File: config.mk
export PLATFORM = sky130hd
export DESIGN_NAME = traffic_phase_seq
export DESIGN_NICKNAME = d
export VERILOG_FILES = /design/src/rtl/traffic_phase_seq.sv
export SDC_FILE = /design/constraint.sdc
export NUM_CORES = 1
export LEC_CHECK = 0
export ABC_AREA = 1
export CORE_MARGIN = 3
export CORE_UTILIZATION = 47
export CTS_CLUSTER_DIAMETER = 200
export CTS_CLUSTER_SIZE = 8
export DETAILED_ROUTE_END_ITERATION = 10
export GPL_TIMING_DRIVEN = 0
export PLACE_DENSITY = 0.76
export SLEW_MARGIN = 40
export SYNTH_ARGS = -nofsm -noshare
export SYNTH_HDL_FRONTEND = slang
export SYNTH_SLANG_ARGS = --single-unit
File: constraint.sdc
create_clock -name clk -period 1.6 [get_ports clk]
set_input_delay 0.48 -clock clk [delete_from_list [all_inputs] [get_ports clk]]
set_output_delay 0.48 -clock clk [all_outputs]
set_load 0.01 [all_outputs]
File: src/rtl/traffic_phase_seq.sv
// Timed green/yellow phase sequencer for four roads, feeding the traffic light decoder.
// Supports demand-based road skipping, emergency pre-emption and an enable that forces lights off.
module traffic_phase_seq #(
    parameter int unsigned CLK_DIV      = 10,
    parameter int unsigned GREEN_TICKS  = 30,
    parameter int unsigned YELLOW_TICKS = 5,
    parameter int unsigned TW           = 8
) (
    input  logic       clk,
    input  logic       rst_n,
    input  logic       en,
    input  logic [3:0] demand,
    input  logic       emg_req,
    input  logic [1:0] emg_road,
    output logic       i,
    output logic       s0,
    output logic       s1,
    output logic       s2,
    output logic [1:0] cur_road,
    output logic       phase_done
);

    localparam int unsigned PW = (CLK_DIV > 1) ? $clog2(CLK_DIV) : 1;
    localparam logic [PW-1:0] PRESC_LAST  = PW'(CLK_DIV - 1);
    localparam logic [TW-1:0] GREEN_LAST  = TW'(GREEN_TICKS - 1);
    localparam logic [TW-1:0] YELLOW_LAST = TW'(YELLOW_TICKS - 1);

    typedef enum logic [1:0] {
        ST_OFF    = 2'd0,
        ST_GREEN  = 2'd1,
        ST_YELLOW = 2'd2
    } state_e;

    state_e        state_q, state_d;
    logic [1:0]    road_q, road_d;
    logic [TW-1:0] timer_q, timer_d;
    logic [PW-1:0] presc_q, presc_d;
    logic          i_q, i_d;
    logic [2:0]    code_q, code_d;
    logic          phase_done_q, phase_done_d;
    logic          tick;
    logic [1:0]    next_road;

    // First road after r (wrapping back to r itself) that has demand; plain rotation if none.
    function automatic logic [1:0] pick_next(input logic [1:0] r, input logic [3:0] dem);
        logic [1:0] n;
        logic [1:0] idx;
        logic       found;
        n     = r + 2'd1;
        found = 1'b0;
        for (int k = 1; k <= 4; k++) begin
            idx = r + 2'(k);
            if (!found && dem[idx]) begin
                n     = idx;
                found = 1'b1;
            end
        end
        return n;
    endfunction

    always_comb begin
        state_d      = state_q;
        road_d       = road_q;
        timer_d      = timer_q;
        presc_d      = presc_q;
        phase_done_d = 1'b0;
        tick         = (presc_q == PRESC_LAST);
        next_road    = emg_req ? emg_road : pick_next(road_q, demand);

        if (!en) begin
            state_d = ST_OFF;
            road_d  = 2'd0;
            timer_d = '0;
            presc_d = '0;
        end else begin
            unique case (state_q)
                ST_OFF: begin
                    state_d = ST_GREEN;
                    road_d  = 2'd0;
                    timer_d = '0;
                    presc_d = '0;
                end
                ST_GREEN: begin
                    presc_d = tick ? '0 : presc_q + PW'(1);
                    // Emergency road already green: freeze so the full green restarts on release.
                    if (emg_req && (emg_road == road_q)) begin
                        timer_d = '0;
                        presc_d = '0;
                    end else if (tick) begin
                        if (emg_req || (timer_q == GREEN_LAST)) begin
                            state_d      = ST_YELLOW;
                            timer_d      = '0;
                            phase_done_d = 1'b1;
                        end else begin
                            timer_d = timer_q + TW'(1);
                        end
                    end
                end
                ST_YELLOW: begin
                    presc_d = tick ? '0 : presc_q + PW'(1);
                    if (tick) begin
                        if (timer_q == YELLOW_LAST) begin
                            state_d      = ST_GREEN;
                            road_d       = next_road;
                            timer_d      = '0;
                            phase_done_d = 1'b1;
                        end else begin
                            timer_d = timer_q + TW'(1);
                        end
                    end
                end
                default: begin
                    state_d = ST_OFF;
                    road_d  = 2'd0;
                    timer_d = '0;
                    presc_d = '0;
                end
            endcase
        end

        i_d    = (state_d != ST_OFF);
        code_d = {road_d, (state_d == ST_YELLOW)};
    end

    always_ff @(posedge clk or negedge rst_n) begin
        if (!rst_n) begin
            state_q      <= ST_OFF;
            road_q       <= 2'd0;
            timer_q      <= '0;
            presc_q      <= '0;
            i_q          <= 1'b0;
            code_q       <= 3'd0;
            phase_done_q <= 1'b0;
        end else begin
            state_q      <= state_d;
            road_q       <= road_d;
            timer_q      <= timer_d;
            presc_q      <= presc_d;
            i_q          <= i_d;
            code_q       <= code_d;
            phase_done_q <= phase_done_d;
        end
    end

    assign i          = i_q;
    assign s0         = code_q[2];
    assign s1         = code_q[1];
    assign s2         = code_q[0];
    assign cur_road   = road_q;
    assign phase_done = phase_done_q;

endmodule

**Yosys cells after proc, flatten, opt, wreduce, memory -nomap -nowiden**

Cells that the tools add are included.

- Register bits: 21
- Input port bits: 10
- Output and inout bits: 7
- Word-level logic and storage cells: 80

- Add/subtract/negate cells: 5
- Magnitude comparators: 4
- Equality and inequality tests: 9
- Muxes and demuxes: 44
- Reductions and logical operators: 11

Operator list:

| kind | count |
|---|---|
| 2-to-1 mux 8 bit | 6 |
| 2-to-1 mux 2 bit | 13 |
| one-hot mux 8 bit (2 select lines) | 1 |
| 2-to-1 mux 1 bit | 13 |
| < comparator 2 x 3 -> 1 bit (second input constant) | 4 |
| 2-to-1 mux 4 bit | 3 |
| adder 8 x 1 -> 8 bit (second input constant) | 1 |
| binary-select mux 1 bit (select 2 bit) | 4 |
| == test 8 x 3 -> 1 bit (second input constant) | 1 |
| == test 8 x 5 -> 1 bit (second input constant) | 1 |
| one-hot mux 4 bit (2 select lines) | 1 |
| one-hot mux 2 bit (3 select lines) | 1 |
| adder 2 bit (second input constant) | 2 |
| adder 4 x 1 -> 4 bit (second input constant) | 1 |
| == test 2 bit (second input constant) | 2 |
| == test 4 bit (second input constant) | 1 |
| logical AND 1 bit | 4 |
| != test 4 bit (second input constant) | 1 |
| one-hot mux 2 bit (2 select lines) | 1 |
| zero test 1 bit | 3 |
| != test 3 bit (second input constant) | 1 |
| adder 2 x 1 -> 2 bit (second input constant) | 1 |
| == test 2 x 1 -> 1 bit (second input constant) | 1 |
| == test 2 bit | 1 |
| 5 further kinds | 5 |

**Longest topological paths before layout**

Gate-level depths: netlist of run 1.

- Depth after elaboration: 18
- Gate-level depth with buffers: 14
- Mapped depth without buffers: 13

**Worst setup path before layout of run 1**

Ideal clock, no wire load.

- Kind: register to register
- Start point: register, netlist name code_q[2]
- End point: register code_q[1]
- Setup time: 121 ps
- Arrival time: 1377 ps
- Data required time: 1479 ps
- Slack: 102 ps
- Stages on the path, launching flop included: 14
- Buffers on the path: 1
- Period minus slack after synthesis: 1498 ps
- Path through: dfrtp_1 -> buf_6 -> inv_4 -> nand2_1 -> nand2_1 -> nand2_2 -> nand2_4 -> nand2_2 -> nor2_1 -> nand2_1 -> nand2_1 -> nand2_1 -> nand2_1 -> a21oi_1

RTL lines:

| element | RTL line | RTL |
|---|---|---|
| to (signal assigned) | 140 | `code_q <= code_d;` |
| to (decl) | 39 | `logic [2:0] code_q, code_d;` |

**Worst setup path after layout of run 1**

- Start point: input emg_road[0]
- End point: register timer_q[5]

- Word-level cells in the longest chain between the ends: 5
- Elaborated cells between the ends (all ways): 7
- Those cells by class: eq/ne: 2; mux: 3; reduce/logical: 2

Ends and longest elaborated chain:

| element | RTL line | RTL |
|---|---|---|
| from (decl) | 14 | `input logic [1:0] emg_road,` |
| == test 2 bit (*) | 86 | `if (emg_req && (emg_road == road_q)) begin` |
| logical AND 1 bit (*) | 86 |  |
| 2-to-1 mux 8 bit | 86 |  |
| one-hot mux 8 bit (2 select lines) | 76 | `unique case (state_q)` |
| 2-to-1 mux 8 bit | 70 | `if (!en) begin` |
| to (signal assigned) | 137 | `timer_q <= timer_d;` |
| to (decl) | 36 | `logic [TW-1:0] timer_q, timer_d;` |

Every way passes the cells marked *; elsewhere a longest branch is shown, timed or not.
A chain may end at the register's enable or synchronous reset.

==> flow_summary.yaml, run 1 <==
logic_synthesis:
  synth-seq-cells: 19
  synthDistinctLibCells: 27
  synth.yosys.warnings: 0
  post-synth-top-area-fraction: 0.316
  syn-cell-area_mm2: 0.00151
  synth_top_area_cell: "dfrtp_1"
  synthesis.area_per_instance_um2: 6.63
  netlist_top_cells_area: "dfrtp_1, nand2_1, inv_1"
  post_synth_net_total: 246
  synth-seq-area-share: 0.316
  postSynthCellCount: 227
critical_path:
  cpMaxStageDelayCell: "clkdlybuf4s50_1"
  rrSetupSlack_ns: 0
  endpoint: "timer_q[5]"
  worst-endpoint-required_ns: 1.80
  worst-setup-path-type: "in2reg"
  setup.worst_path.start_class: "primary input"
  worstPathArrival_ns: 1.81
  crit_path_max_incr_delay_ns: 0.50
  end_kind: "register"
  cp-startpoint: "emg_road[0]"
  reg2reg_to: "timer_q[5]"
  worstPathMaxFanout: 7
  crit_chain: "clkdlybuf4s50_1 > inv_1 > nand2_2 > nand4_4 > nand2_2 > nand2_4 > nand2_8 > inv_8 > a31oi_2 > a21oi_1"
  timing.critical_path.mode_cell: "nand2_2"
  timing.reg2reg.worst_path_depth: 11
  reg2reg_from: "code_q[1]"
cells_and_area:
  layout.cell_area.non_filler_mm2: 0.00202
  antennaDiodeCount: 0
  fillers: 252
  finish.net_count: 282
  areaGrowthSynthToFinish_pct: 34.4
  drive_gt1_frac: 0.355
  stdcell_count: 304
drt:
  antenna_violating_nets_post_route: 0
  vias: 1519
  drc_errors: 0
  wl_per_cell_um: 11.4
  drc_violation_total_after_the_first_tritonroute_iteration: 62
  detail_route.vias_per_cell: 5.00
  total_wirelength_um: 3470
  first_pass_iters: 4
sta:
  final_min_period_over_clock_period: 1.00
  maxSlewViolCount: 0
  number_of_failing_setup_endpoints_in_the_final_timing_report: 2
  finalWorstSetupSlack_ns: -0.00698
  hold_viol: 0
  tightest_slew_ns: 0.430
  rsz0062_at_grt: "true"
  clock-skew-final_ns: 0.0139
  whs_ns: 0.0918
  fmax_ghz: 0.622
  timing.max_slew.rel_slack: 0.713
  period_needed_ns: 1.61
grt:
  grt_max_degree: 20
  first_pass_grt_wire_length_um: 5690
  grt_pass1_vias: 1350
  grt-ovfl-total: 0
  antenna_found_initial: 0
  grt.total_usage: 0.172
placement:
  placed_cells_incl_taps: 285
  portBuffers: 16
  globalplace.congestion: 0.864
  preCtsSetupSlack_ns: -0.431
  place_area_mm2: 0.00171
  post-dp-hpwl_um: 2270
clock_tree:
  htreeDepth: 1
  cts.path.max_buffers: 2
  number_of_buffers_inserted_during_clock_tree_synthesis: 3
  clock_input_transition_at_the_sequential_cells_of_the_worst_setup_and_hold_paths_ns: 0.13
  clkLatencyLatePin_ns: 0.30
  ctsRootBufferMaster: "clkbuf_4"
  tritoncts: "done"
  clock_sink_count: 19
  cts_hold_buffers: 0
power_and_ir_drop:
  total_power_uw: 979
  vdd.ir_drop.worst_v: 0.000581
  power-per-cell-area_mw_per_mm2: 484
  total_leakage_power_nw: 1.10
die:
  ios: 17
  core.rowCount: 19
  core_mm2: 0.00290
  die_height_um: 62.6
  chip_width_um: 62.6
  starting_density_of_the_core: 0.519
  fp.dieArea_mm2: 0.00392
run:
  max_cap_viol_count: 0
run_status:
  failed_checks: "negative setup slack"
  outcome: "complete, but fails checks"
hold_path:
  worstHoldPathType: "in2async"
critical path, delay by kind of cell:
kind	cells	cell delay, ns
buffers and inverters	3	0.63
AO/OA/AOI/OAI	2	0.21
AND/OR/NAND/NOR	5	0.48
kinds of logic after synthesis:
logic type | after synthesis | share of synthesized area
AND/OR/NAND/NOR | 137 | 0.402
buffers and inverters | 41 | 0.123
AO/OA/AOI/OAI | 19 | 0.0723
flip-flops | 19 | 0.316
adder cells (fa/ha/maj) | 9 | 0.0748
XOR/XNOR | 2 | 0.0116
metal layers:
metal  GRT usage  share of wire  vias up
met5           0              0        -
met4      0.0386         0.0084        0
met3      0.0252          0.032        5
met2       0.297           0.52       29
met1       0.228           0.44      705
li1            -              -      780
power breakdown:
group	internal (mW)	leakage (nW)	switching, mW	total (mW)
logic	0.0898	0.821	0.137	0.227
clock network	0.0930	0.0177	0.159	0.252
registers	0.492	0.260	0.00800	0.500
cell usage in the layout (no fill, tap or decap), types with 4 or more instances in the layout:
cell type / instances
dlymetal6s2s_1: 4
a21oi_1: 7
nor2_1: 13
nand3_1: 17
nand2_2: 30
nor2_2: 7
nand2_1: 56
buf_4: 17
inv_2: 7
nand2_4: 4
buf_6: 4
inv_1: 26
dlygate4sd2_1: 6
ha_1: 9
dfrtp_1: 18
state kept, by name, indices dropped and copies added, names as in the netlist:
signal,count
code_q,3
state_q,2
i,1
phase_done,1
timer_q,8
presc_q,4
cells in the mapped netlist:
cell type	n
inv_4	2
xnor2_1	1
buf_4	3
nand2_2	10
o22ai_1	1
o21ai_2	1
xor2_1	1
nand3_2	1
buf_6	2
o21ai_0	3
nand2_1	78
nand4_2	1
nand4_1	3
a21oi_1	10
inv_1	33
o21bai_1	1
dfrtp_1	19
a31oi_1	1
nand3_1	19
nor2_1	20
ha_1	9
nor3_1	2
nor2_2	1
a21o_1	1
nand2_4	2
inv_2	1
o21a_1	1
layout make-up:
cell class / count / area, um2 / share of cell area
timing repair buffer: 31 / 273 / 0.135
inverter: 36 / 150 / 0.0742
tap: 42 / 52.6 / 0.0260
sequential: 19 / 477 / 0.236
buffer: 4 / 37.5 / 0.0186
clock buffer: 3 / 22.5 / 0.0111
clock inverter: 1 / 5.00 / 0.00247
multi-input combinational: 168 / 1010 / 0.497
what timing repair did:
item / CTS / global route
setup buffers: 10 / 6
pin swaps: 12 / 27
gates cloned: 1 / 0
gates resized for setup: 33 / 49
setup endpoints to repair: 21 / 19
worst min-delay path by stage:
stage | from | slack, ns | endpoint | cells after the start
after floorplan | rst_n | 0.18 | code_q[0] | 0
after global placement | presc_q[0] | 0.49 | presc_q[0] | 1
after detailed placement | rst_n | 0.45 | timer_q[3] | 1
after CTS | rst_n | 0.11 | timer_q[3] | 1
after global routing | rst_n | 0.11 | timer_q[3] | 1
final | rst_n | 0.09 | timer_q[3] | 1
metrics by stage:
stage          setup TNS (ns)   util
6_report             -0.00893  0.698
5_1_grt                -0.816  0.698
4_1_cts              -0.00745  0.636
3_5_place_dp            -6.36  0.591
3_3_place_gp            -6.37  0.592
2_1_floorplan               0      -
(Power assumes the default switching activity.)
==> run 2, diff against run 1 <==
--- a/config.mk
+++ b/config.mk
@@ -8,7 +8,7 @@
 export ABC_AREA = 1
 export CORE_MARGIN = 3
 export CORE_UTILIZATION = 47
-export CTS_CLUSTER_DIAMETER = 200
+export CTS_CLUSTER_DIAMETER = 30
 export CTS_CLUSTER_SIZE = 8
 export DETAILED_ROUTE_END_ITERATION = 10
 export GPL_TIMING_DRIVEN = 0
==> results of run 2 <==
Final layout, timing and power as in run 1 (identical DEF).
==> run 3, diff against run 2 <==
--- a/config.mk
+++ b/config.mk
@@ -9,8 +9,8 @@
 export CORE_MARGIN = 3
 export CORE_UTILIZATION = 47
 export CTS_CLUSTER_DIAMETER = 30
-export CTS_CLUSTER_SIZE = 8
 export DETAILED_ROUTE_END_ITERATION = 10
+export GPL_ROUTABILITY_DRIVEN = 1
 export GPL_TIMING_DRIVEN = 0
 export PLACE_DENSITY = 0.76
 export SLEW_MARGIN = 40
==> results of run 3 <==
Final layout, timing and power as in run 1 (identical DEF).
